<file path="src/rtl/uart_vram_loader.sv">
// Framed command parser between uart_rx and the VRAM write port.
// Frames: A5 01 ah al (set address) | A5 02 lh ll d... (stream write) | A5 03 lh ll v (fill).
module uart_vram_loader #(
  parameter int unsigned ADDR_W         = 15,
  parameter int unsigned DATA_W         = 6,
  parameter int unsigned VRAM_DEPTH     = 30000,
  parameter int unsigned TIMEOUT_CYCLES = 1066667
) (
  input  logic              clk,
  input  logic              rst_n,
  input  logic [7:0]        rx_byte,
  input  logic              rx_valid,
  output logic              rx_ack,
  output logic              vram_we,
  output logic [ADDR_W-1:0] vram_addr,
  output logic [DATA_W-1:0] vram_wdata,
  output logic              busy,
  output logic              frame_err,
  output logic [7:0]        err_count,
  output logic              activity
);

  localparam int unsigned LEN_W = 16;
  localparam int unsigned TMO_W = $clog2(TIMEOUT_CYCLES + 1);

  localparam logic [ADDR_W-1:0] LAST_ADDR = ADDR_W'(VRAM_DEPTH - 1);
  localparam logic [16:0]       DEPTH_17  = 17'(VRAM_DEPTH);
  localparam logic [TMO_W-1:0]  TMO_LAST  = TMO_W'(TIMEOUT_CYCLES - 1);

  localparam logic [7:0] SYNC_BYTE = 8'hA5;
  localparam logic [7:0] CMD_SET   = 8'h01;
  localparam logic [7:0] CMD_WRITE = 8'h02;
  localparam logic [7:0] CMD_FILL  = 8'h03;

  typedef enum logic [3:0] {
    S_IDLE,
    S_CMD,
    S_ADDR_HI,
    S_ADDR_LO,
    S_LEN_HI,
    S_LEN_LO,
    S_FILL_VAL,
    S_DATA,
    S_FILL_RUN
  } state_e;

  state_e             state_q, state_d;
  logic [ADDR_W-1:0]  ptr_q, ptr_d;
  logic [LEN_W-1:0]   len_q, len_d;
  logic [7:0]         hi_q, hi_d;
  logic               fill_q, fill_d;
  logic [DATA_W-1:0]  val_q, val_d;
  logic [TMO_W-1:0]   tmo_q, tmo_d;

  logic               rx_ack_q, rx_ack_d;
  logic               we_q, we_d;
  logic [ADDR_W-1:0]  addr_q, addr_d;
  logic [DATA_W-1:0]  wdata_q, wdata_d;
  logic               busy_q, busy_d;
  logic               ferr_q, ferr_d;
  logic [7:0]         ecnt_q, ecnt_d;
  logic               act_q, act_d;

  logic               accept_c;
  logic               err_c;
  logic               done_c;
  logic [ADDR_W-1:0]  ptr_inc_c;
  logic [15:0]        word_c;

  assign rx_ack     = rx_ack_q;
  assign vram_we    = we_q;
  assign vram_addr  = addr_q;
  assign vram_wdata = wdata_q;
  assign busy       = busy_q;
  assign frame_err  = ferr_q;
  assign err_count  = ecnt_q;
  assign activity   = act_q;

  // State, datapath and output registers
  always_ff @(posedge clk or negedge rst_n) begin
    if (!rst_n) begin
      state_q  <= S_IDLE;
      ptr_q    <= '0;
      len_q    <= '0;
      hi_q     <= '0;
      fill_q   <= 1'b0;
      val_q    <= '0;
      tmo_q    <= '0;
      rx_ack_q <= 1'b0;
      we_q     <= 1'b0;
      addr_q   <= '0;
      wdata_q  <= '0;
      busy_q   <= 1'b0;
      ferr_q   <= 1'b0;
      ecnt_q   <= '0;
      act_q    <= 1'b0;
    end else begin
      state_q  <= state_d;
      ptr_q    <= ptr_d;
      len_q    <= len_d;
      hi_q     <= hi_d;
      fill_q   <= fill_d;
      val_q    <= val_d;
      tmo_q    <= tmo_d;
      rx_ack_q <= rx_ack_d;
      we_q     <= we_d;
      addr_q   <= addr_d;
      wdata_q  <= wdata_d;
      busy_q   <= busy_d;
      ferr_q   <= ferr_d;
      ecnt_q   <= ecnt_d;
      act_q    <= act_d;
    end
  end

  // Frame decode, write generation, idle timeout and error bookkeeping
  always_comb begin
    state_d  = state_q;
    ptr_d    = ptr_q;
    len_d    = len_q;
    hi_d     = hi_q;
    fill_d   = fill_q;
    val_d    = val_q;
    tmo_d    = tmo_q;
    we_d     = 1'b0;
    addr_d   = addr_q;
    wdata_d  = wdata_q;
    ferr_d   = 1'b0;
    ecnt_d   = ecnt_q;
    act_d    = act_q;
    err_c    = 1'b0;
    done_c   = 1'b0;

    // No bytes are taken while the fill engine owns the write port
    accept_c  = rx_valid && !rx_ack_q && (state_q != S_FILL_RUN);
    rx_ack_d  = accept_c;
    ptr_inc_c = (ptr_q == LAST_ADDR) ? '0 : ptr_q + ADDR_W'(1);
    word_c    = {hi_q, rx_byte};

    case (state_q)
      S_IDLE: begin
        if (accept_c && rx_byte == SYNC_BYTE) state_d = S_CMD;
      end
      S_CMD: begin
        if (accept_c) begin
          if (rx_byte == CMD_SET) begin
            state_d = S_ADDR_HI;
          end else if (rx_byte == CMD_WRITE || rx_byte == CMD_FILL) begin
            fill_d  = (rx_byte == CMD_FILL);
            state_d = S_LEN_HI;
          end else begin
            err_c   = 1'b1;
            state_d = S_IDLE;
          end
        end
      end
      S_ADDR_HI, S_LEN_HI: begin
        if (accept_c) begin
          hi_d    = rx_byte;
          state_d = (state_q == S_ADDR_HI) ? S_ADDR_LO : S_LEN_LO;
        end
      end
      S_ADDR_LO: begin
        if (accept_c) begin
          if (17'(word_c) < DEPTH_17) begin
            ptr_d  = ADDR_W'(word_c);
            done_c = 1'b1;
          end else begin
            err_c  = 1'b1;
          end
          state_d = S_IDLE;
        end
      end
      S_LEN_LO: begin
        if (accept_c) begin
          len_d = word_c;
          if (word_c == 16'd0) begin
            done_c  = 1'b1;
            state_d = S_IDLE;
          end else begin
            state_d = fill_q ? S_FILL_VAL : S_DATA;
          end
        end
      end
      S_FILL_VAL: begin
        if (accept_c) begin
          val_d   = rx_byte[DATA_W-1:0];
          state_d = S_FILL_RUN;
        end
      end
      S_DATA: begin
        if (accept_c) begin
          we_d    = 1'b1;
          addr_d  = ptr_q;
          wdata_d = rx_byte[DATA_W-1:0];
          ptr_d   = ptr_inc_c;
          len_d   = len_q - LEN_W'(1);
          if (len_q == LEN_W'(1)) begin
            done_c  = 1'b1;
            state_d = S_IDLE;
          end
        end
      end
      S_FILL_RUN: begin
        we_d    = 1'b1;
        addr_d  = ptr_q;
        wdata_d = val_q;
        ptr_d   = ptr_inc_c;
        len_d   = len_q - LEN_W'(1);
        if (len_q == LEN_W'(1)) begin
          done_c  = 1'b1;
          state_d = S_IDLE;
        end
      end
      default: state_d = S_IDLE;
    endcase

    // Inter-byte gap limit; only runs while waiting on the host mid-frame
    if (state_q != S_IDLE && state_q != S_FILL_RUN) begin
      if (accept_c) begin
        tmo_d = '0;
      end else if (tmo_q == TMO_LAST) begin
        tmo_d   = '0;
        err_c   = 1'b1;
        state_d = S_IDLE;
      end else begin
        tmo_d = tmo_q + TMO_W'(1);
      end
    end else begin
      tmo_d = '0;
    end

    if (err_c) begin
      ferr_d = 1'b1;
      if (ecnt_q != 8'hFF) ecnt_d = ecnt_q + 8'd1;
    end
    if (done_c) act_d = ~act_q;

    busy_d = (state_d != S_IDLE);
  end

endmodule

</file>
<file path="config.mk">
export PLATFORM = sky130hd
export DESIGN_NAME = uart_vram_loader
export DESIGN_NICKNAME = d
export VERILOG_FILES = /design/src/rtl/uart_vram_loader.sv
export SDC_FILE = /design/constraint.sdc
export NUM_CORES = 1
export LEC_CHECK = 0
export ABC_AREA = 1
export BUFFER_PORTS_ARGS = -buffer_cell sky130_fd_sc_hd__buf_2
export CORE_ASPECT_RATIO = 1.25
export CORE_MARGIN = 8
export CORE_UTILIZATION = 61
export CTS_CLUSTER_SIZE = 30
export DETAILED_ROUTE_END_ITERATION = 16
export PLACE_DENSITY = 0.81
export SLEW_MARGIN = 40
export SYNTH_ARGS = -nofsm -noshare
export SYNTH_HDL_FRONTEND = slang
export SYNTH_SLANG_ARGS = --single-unit
</file>
<file path="constraint.sdc">
create_clock -name clk -period 2.2 [get_ports clk]
set_clock_uncertainty 0.15 [all_clocks]
set_input_delay 0.11 -clock clk [delete_from_list [all_inputs] [get_ports clk]]
set_output_delay 0.11 -clock clk [all_outputs]
set_load 0.02 [all_outputs]
</file>
==> results.cfg, run 1 <==
[placed_design]
dpl_cell_area_mm2 = 0.00632
numPortBuffers = 44
placed_cells = 942
gp_congestion = 0.907
hpwl_mm = 10.9

[critical_path]
crit_type = flop to flop
endpoint_kind = flop
r2r_start = state_q[1]$_DFF_PN0_
crit_start = state_q[1]$_DFF_PN0_
crit_arrival_ns = 2.20
r2r_cells = 10
crit_path_max_incr_delay_ns = 0.49
worstPathRequired_ns = 2.33
worstPathMaxFanout = 10
reg2reg_to = ptr_q[14]$_DFFE_PN0P_
path_cells = nor2_4 > nand2_8 > inv_4 > nor2_4 > a31oi_2 > buf_4 > nand2_1 > a21oi_1 > nor2_1 > nor2_1
crit_family = simple AND/OR/NAND/NOR gates
path_buf_inv = 2
startpoint_type = flop
crit_path_end = ptr_q[14]$_DFFE_PN0P_
r2r_setup_slack_ns = 0.13
crit_slowest_cell = dfrtp_1
cp.depth = 10

[routing]
first_pass_iters = 5
wire_per_inst_um = 15.4
drc_errors = 0
first_iter_violations = 321
route.vias.total = 5512
finalWirelength_mm = 14.9
via_per_inst = 5.69
ant_nets = 0

[final_layout]
multiInputGateArea_mm2 = 0.00288
final_nets = 853
fillers = 768
drive_above_1_share = 0.133
fin_area_mm2 = 0.00671
fin_cells = 968
seq_area_mm2 = 0.00263
area_growth_pct = 13.1

[global_route]
grt_pass1_vias = 5346
grt_overflow = 0
grt_max_degree = 44
antenna_found_initial = 1
grt_pass1_wl_mm = 24.5
grt_usage = 0.227

[synthesis]
yosysSeqAreaShare = 0.443
synthCells = 776
netlist_area_mm2 = 0.00593
yosys_register_bits = 105
syn_avg_cell_area_um2 = 7.64
yosysWarnings = 0
synth_cell_types = 48
synth_fp_nets = 793

[power]
power_switching_mw = 1.05
p_seq_frac = 0.512
totalPowerFinal_mw = 3.94
clkPwrFrac = 0.392
intPower_mw = 2.90
ir_drop_v = 0.000642
leakagePower_nw = 3.27
pwr-share-comb = 0.096
swShare = 0.266
power.density_mw_per_mm2 = 588

[clocking]
cts_tree = built
post_cts_buffers = 0
clock-sinks = 105
cts_buffer_depth = 2
clkTransAtPathRegs_ns = 0.07
htreeDepth = 3
cts_buffers = 9
clk_latency_ns = 0.36
root_buffer = clkbuf_16

[floorplanning]
start_util = 0.620
dieArea_mm2 = 0.0131
placementRows = 40
die_h_um = 126
core_mm2 = 0.00956
die_x_um = 104
ios = 45

[timing]
worst_pin_slew_ns = 0.475
slew_headroom = 0.681
finalSetupViolCount = 0
fin_crit_ns = 2.07
fmax_ghz = 0.483
slew_violations = 0
min_period_over_period = 0.942
rsz0062_at_grt = false
hold_violations = 0
final.setup.tns_ns = 0

[run_status]
status = finished clean

[run]
cap_viol_max_count = 0

[worst_hold_path]
hp-class = primary input to async pin
routing by layer:
layer | GRT usage | vias to the layer above | routed length, um
li1 | - | 2659 | -
met1 | 0.251 | 2607 | 5830
met2 | 0.400 | 191 | 7710
met3 | 0.0408 | 55 | 722
met4 | 0.134 | 0 | 603
met5 | 0 | - | 0
synthesized netlist by cell type, drive strengths merged:
cell	count	area (um^2)
o21a	2	15.0
o32ai	1	16.3
dfrtp	105	2630
o31ai	2	20.0
a31oi	23	150
and2	2	12.5
nand2	186	749
nor3	22	120
clkinv	1	8.76
clkbuf	3	11.3
o22ai	1	6.26
a21o	1	7.51
nor3b	4	30.0
nand4	12	75.1
o211ai	2	15.0
ha	6	75.1
nor2	139	578
xor2	13	114
buf	15	110
xnor2	8	70.1
nand3	43	225
a21boi	1	7.51
a22o	1	8.76
nor4	4	25.0
o21bai	1	7.51
mux2	2	22.5
o21ai	56	284
inv	80	305
a21oi	37	208
a22oi	1	7.51
nand3b	2	15.0
logic make-up (layout without fill, tap and decap cells):
group	count (synthesis)	count (layout)	share of synthesized area
compound gates	129	129	0.127
fa+ha+maj	6	6	0.0127
mux	2	2	0.00380
other cells	0	1	0
buf+inv	99	164	0.0734
flops	105	105	0.443
simple gates	414	414	0.309
xor+xnor	21	21	0.0310
flip-flops by register name (all words and copies together) (netlist names), 4 cells and up:
register,flops
ptr_q,15
val_q,6
vram_wdata,6
vram_addr,15
len_q,16
err_count,8
hi_q,8
tmo_q,21
state_q,4
metrics by stage:
| stage | hold WS [ns] | setup WS (ns) | utilization |
|---|---|---|---|
| after floorplan | -0.336 | 0.371 | - |
| after global placement | -0.116 | 0.218 | 0.661 |
| after detailed placement | -0.113 | 0.152 | 0.661 |
| after CTS | 0.0578 | 0.117 | 0.700 |
| after global routing | 0.0689 | 0.00129 | 0.702 |
| final | 0.0454 | 0.128 | 0.702 |
repair_timing:
| item | CTS | global route |
|---|---|---|
| endpoints found under the setup margin | 0 | 8 |
| hold buffers | 9 | 0 |
| endpoints found under the hold margin | 123 | 0 |
| gates resized for setup | 0 | 4 |
power groups by stage:
stage          clock network, mW  registers (mW)  logic (mW)
3_3_place_gp                   0            2.05       0.353
3_5_place_dp                   0            2.05       0.364
5_1_grt                     1.62            2.02       0.422
6_report                    1.55            2.02       0.378
4_1_cts                     1.57            2.02       0.377
2_1_floorplan                  0            2.08       0.190
cells in the final DEF (no fill, tap or decap), types with 3 or more instances in the layout:
| cell | count |
|---|---|
| o21ai_0 | 47 |
| nand4_1 | 12 |
| dlygate4sd3_1 | 9 |
| clkbuf_16 | 9 |
| buf_2 | 43 |
| dfrtp_1 | 104 |
| nand2_4 | 3 |
| nor3b_1 | 4 |
| nand3_1 | 41 |
| a31oi_1 | 22 |
| ha_1 | 6 |
| a21oi_1 | 35 |
| buf_4 | 13 |
| nor2_4 | 5 |
| nor3_1 | 18 |
| inv_1 | 74 |
| inv_2 | 4 |
| nor3_2 | 4 |
| nor2_1 | 132 |
| nor4_1 | 4 |
| nand2_1 | 177 |
| o21ai_1 | 8 |
| xor2_1 | 13 |
| nand2_2 | 5 |
| xnor2_1 | 8 |
worst min-delay path by stage:
stage	to	slack, ns	start	depth (start not counted)
2_1_floorplan	activity$_DFFE_PN0P_	-0.34	rst_n	0
3_3_place_gp	len_q[14]$_DFFE_PN0P_	-0.12	rst_n	1
3_5_place_dp	len_q[13]$_DFFE_PN0P_	-0.11	rst_n	1
4_1_cts	vram_addr[13]$_DFFE_PN0P_	0.06	rst_n	2
5_1_grt	len_q[13]$_DFFE_PN0P_	0.07	rst_n	2
6_report	vram_addr[13]$_DFFE_PN0P_	0.05	rst_n	2
final cells by class:
type	count	share of cell area
multi-input combinational	572	0.429
sequential	105	0.392
timing repair buffer	67	0.0660
inverter	81	0.0468
clock buffer	11	0.0362
tap	126	0.0235
clock inverter	5	0.00578
antenna	1	0.000373
Note: power is estimated with default switching activity, not from simulation.
==> run 2: changes to the inputs <==
CORE_ASPECT_RATIO = unset   (was 1.25)
PLACE_DENSITY = 0.83   (was 0.81)
==> results.cfg, run 2 (synthesized netlist as in run 1, its figures left out) <==
[critical_path]
crit_type = flop to flop
crit_path_end = len_q[15]$_DFFE_PN0P_
cp.depth = 8
path_buf_inv = 2
crit_path_max_incr_delay_ns = 0.50
path_cells = nor2_4 > nand2_8 > inv_4 > nor2_4 > inv_1 > o21ai_0 > a21oi_1 > o21ai_0
crit_slowest_cell = dfrtp_1
r2r_setup_slack_ns = 0.15
startpoint_type = flop
crit_arrival_ns = 2.17
crit_family = flip-flops
reg2reg_to = len_q[15]$_DFFE_PN0P_
endpoint_kind = flop
worstPathMaxFanout = 14
worstPathRequired_ns = 2.31
crit_start = state_q[0]$_DFF_PN0_
r2r_start = state_q[0]$_DFF_PN0_
r2r_cells = 8

[routing]
ant_nets = 0
drc_errors = 0
wire_per_inst_um = 14.7
route.vias.total = 5393
via_per_inst = 5.53
finalWirelength_mm = 14.3
first_pass_iters = 5
first_iter_violations = 474

[timing]
hold_violations = 0
fmax_ghz = 0.487
worst_pin_slew_ns = 0.544
final.setup.tns_ns = 0
fin_crit_ns = 2.05
slew_headroom = 0.637
finalSetupViolCount = 0
slew_violations = 0
min_period_over_period = 0.934
rsz0062_at_grt = false

[clocking]
htreeDepth = 3
clock-sinks = 105
clk_latency_ns = 0.38
cts_buffer_depth = 2
cts_tree = built
root_buffer = clkbuf_8
cts_buffers = 9
clkTransAtPathRegs_ns = 0.09
post_cts_buffers = 0

[final_layout]
final_common_cell = nand2_1
fin_area_mm2 = 0.00663
area_growth_pct = 11.9
largest_register_ffs = 21
final_nets = 859
antennaDiodeCount = 0
fillers = 819
drive_above_1_share = 0.134
regMostFlops = tmo_q
largestRegisters = tmo_q: 21 flops, len_q: 16 flops
final_cell_mix = nand2_1, nor2_1, dfrtp_1

[global_route]
grt_overflow = 0
grt_pass1_wl_mm = 24.3
grt_pass1_vias = 5219
grt_usage = 0.232
antenna_found_initial = 0
grt_max_degree = 39

[floorplanning]
placementRows = 36
die_x_um = 115
ios = 45
core_mm2 = 0.00959
dieArea_mm2 = 0.0131
start_util = 0.618
die_h_um = 115

[placed_design]
numPortBuffers = 44
gp_congestion = 0.959
dpl_cell_area_mm2 = 0.00636
hpwl_mm = 10.9

[power]
power.density_mw_per_mm2 = 533
ir_drop_v = 0.000626
leakagePower_nw = 3.25

[run]
cap_viol_max_count = 0

[worst_hold_path]
hp-class = primary input to flop

[run_status]
status = finished clean
## run 2: cell types whose count changed in the layout (fill, tap and decap cells not counted), moves of 2 or more
cell and change:
clkbuf_16 -9, clkbuf_8 +9, buf_4 +7, inv_6 -2
## run 2: how the worst min path moves through the flow
stage / to / cells after the start / from
5_1_grt: rx_ack$_DFF_PN0_ / 3 / rx_valid
6_report: rx_ack$_DFF_PN0_ / 3 / rx_valid
3_3_place_gp: len_q[9]$_DFFE_PN0P_ / 1 / rst_n
2_1_floorplan: activity$_DFFE_PN0P_ / 0 / rst_n
3_5_place_dp: len_q[9]$_DFFE_PN0P_ / 1 / rst_n
4_1_cts: rx_ack$_DFF_PN0_ / 3 / rx_valid
## run 2: metrics by stage
step                      power (mW)  utilization  worst slack [ns]  hold WS, ns  std cells
after floorplan                 2.27            -             0.371       -0.336        776
after global placement          2.41        0.663             0.214      -0.0319        955
after detailed placement        2.42        0.663             0.182      -0.0279        955
after CTS                       3.57        0.690             0.178       0.0322        976
after global routing            3.69        0.691           0.00205       0.0475        976
final                           3.54        0.691             0.146       0.0577        976
## run 2: metal layers
layer  part of all wire  GRT usage
met5                  0          0
met4              0.013     0.0736
met3              0.060     0.0554
met2               0.49      0.383
met1               0.43      0.291
## run 2: final cells by class
| class | count | area [um^2] | share of cell area |
|---|---|---|---|
| Tap cell | 133 | 166 | 0.0251 |
| Inverter | 81 | 314 | 0.0474 |
| Multi-Input combinational cell | 572 | 2880 | 0.434 |
| Clock inverter | 1 | 30.0 | 0.00453 |
| Clock buffer | 11 | 141 | 0.0213 |
| Timing Repair Buffer | 73 | 475 | 0.0717 |
| Sequential cell | 105 | 2630 | 0.396 |
## run 2: worst reg2reg max path, stage by stage, from the launching register on
cell and delay [ns]:
dfrtp_1 0.50, nor2_4 0.25, nand2_8 0.12, inv_4 0.15
nor2_4 0.08, inv_1 0.32, o21ai_0 0.15, a21oi_1 0.13
o21ai_0 0.09
## run 2: what timing repair did
| item | CTS | global route |
|---|---|---|
| resized for setup | 0 | 3 |
| hold endpoints to repair | 96 | 0 |
| endpoints found under the setup margin | 0 | 3 |
| hold buffers | 9 | 0 |
## run 2: where the power goes
part	internal (mW)	switching [mW]	leakage, nW
registers	1.97	0.0470	1.41
clock network	0.533	0.605	0.0872
logic	0.122	0.262	1.75
total	2.62	0.914	3.25
==> run 3: changes to the inputs <==
CORE_UTILIZATION = 50   (was 61)
PLACE_DENSITY = 0.7   (was 0.83)
==> results.cfg, run 3 (synthesized netlist as in run 1, its figures left out) <==
[final_layout]
seq_area_mm2 = 0.00263
regMostFlops = tmo_q
area_growth_pct = 14.6
largest_register_ffs = 21
fin_cells = 987
largestRegisters = tmo_q: 21 flops, len_q: 16 flops
final_common_cell = nand2_1
final_nets = 856
final_cell_mix = nand2_1, nor2_1, dfrtp_1
fin_util = 0.590
drive_above_1_share = 0.139
multiInputGateArea_mm2 = 0.00289
fillers = 1078
antennaDiodeCount = 0

[routing]
finalWirelength_mm = 14.4
via_per_inst = 5.42
first_pass_iters = 5
first_iter_violations = 417
drc_errors = 0
wire_per_inst_um = 14.6
route.vias.total = 5353
ant_nets = 0

[placed_design]
dp_slack_ns = 0.168
placed_cells = 962
gp_congestion = 0.951
hpwl_mm = 10.8
numPortBuffers = 44

[global_route]
grt_usage = 0.192
grt_pass1_vias = 5404
grt_max_degree = 41
antenna_found_initial = 0
grt_overflow = 0
grt_pass1_wl_mm = 24.9

[clocking]
clkTransAtPathRegs_ns = 0.07
root_buffer = clkbuf_16
post_cts_buffers = 0
cts_buffers = 9
clock-sinks = 105
cts_buffer_depth = 2
cts_tree = built
htreeDepth = 3
clk_latency_ns = 0.36

[power]
power.density_mw_per_mm2 = 609
ir_drop_v = 0.000591
leakagePower_nw = 3.32

[timing]
fin_crit_ns = 2.04
slew_headroom = 0.651
fmax_ghz = 0.491
hold_violations = 0
rsz0062_at_grt = false
fin_ws_ns = 0.165
slew_violations = 0
final.setup.tns_ns = 0
min_period_over_period = 0.925
finalSetupViolCount = 0
worst_pin_slew_ns = 0.524

[floorplanning]
core_mm2 = 0.0115
die_x_um = 125
start_util = 0.515
die_h_um = 125
ios = 45
placementRows = 39
dieArea_mm2 = 0.0156

[critical_path]
endpoint_kind = flop
crit_slowest_cell = dfrtp_1
crit_type = flop to flop
worstPathMaxFanout = 10
crit_arrival_ns = 2.17
path_cells = nor2_4 > nand2_8 > inv_4 > nor2_4 > a31oi_2 > buf_4 > nand2_1 > a21oi_1 > nor2_1 > nor2_1
startpoint_type = flop
crit_path_max_incr_delay_ns = 0.49
worstPathRequired_ns = 2.34

[worst_hold_path]
hp-class = primary input to flop

[run]
cap_viol_max_count = 0

[run_status]
status = finished clean
==> run 3: cell count changes in the layout (fill, tap and decap cells not counted), moves of 3 or more <==
cell	change
buf_4	-3
clkbuf_16	+9
clkbuf_8	-10
clkinv_4	+3
==> run 3: repair_timing <==
| item | 4_1_cts | 5_1_grt |
|---|---|---|
| endpoints found under the hold margin | 54 | 0 |
| endpoints found under the setup margin | 0 | 4 |
| gates resized for setup | 0 | 7 |
| hold buffers | 9 | 0 |
==> run 3: report_power, final <==
part,switching [mW],internal (mW)
registers,0.0485,1.97
clock network,0.734,1.01
logic,0.256,0.120
total,1.04,3.10
==> run 3: path summary, 6_finish.rpt <==
| kind | slack (ns) | startpoint | cells past startpoint | endpoint |
|---|---|---|---|---|
| worst min register to register | 0.32 | activity$_DFFE_PN0P_ | 1 | activity$_DFFE_PN0P_ |
| min in group asynchronous | 0.11 | rst_n | 2 | len_q[8]$_DFFE_PN0P_ |
| worst max-delay path | 0.16 | state_q[0]$_DFF_PN0_ | 10 | ptr_q[14]$_DFFE_PN0P_ |
| worst min-delay path | 0.07 | rx_valid | 3 | rx_ack$_DFF_PN0_ |
| worst max register to register | 0.16 | state_q[0]$_DFF_PN0_ | 10 | ptr_q[14]$_DFFE_PN0P_ |
| max in group asynchronous | 1.00 | rst_n | 3 | ptr_q[13]$_DFFE_PN0P_ |
==> run 3: area by class of cell <==
cell class / instances / area share
multi-input combinational: 572 / 0.425
sequential: 105 / 0.387
timing repair buffer: 70 / 0.0667
inverter: 81 / 0.0462
clock buffer: 9 / 0.0332
tap: 143 / 0.0263
clock inverter: 7 / 0.0151
==> run 3: worst max-delay path, delay by kind of cell, from the launching register on <==
family | cells | cell delay (ns)
buffers and inverters | 2 | 0.33
AOI/OAI and AO/OA | 2 | 0.31
and+or+nand+nor | 6 | 0.67
DFF | 1 | 0.49
==> run 3: layer usage <==
| metal | share of wire | vias to the layer above | wire [um] | track usage |
|---|---|---|---|---|
| met1 | 0.45 | 2537 | 6420 | 0.234 |
| met3 | 0.053 | 21 | 761 | 0.0484 |
| met5 | 0 | - | 0 | 0 |
| met4 | 0.017 | 0 | 238 | 0.0602 |
| met2 | 0.48 | 138 | 6970 | 0.325 |
| li1 | - | 2657 | - | - |
==> run 3: through the flow <==
stage	hold WS, ns	total power, mW	cell area (um^2)
6_report	0.0709	4.13	6790
5_1_grt	0.0970	4.29	6790
4_1_cts	0.0656	4.17	6770
3_5_place_dp	-0.0274	2.42	6350
3_3_place_gp	-0.0317	2.41	6350
2_1_floorplan	-0.336	2.27	5930
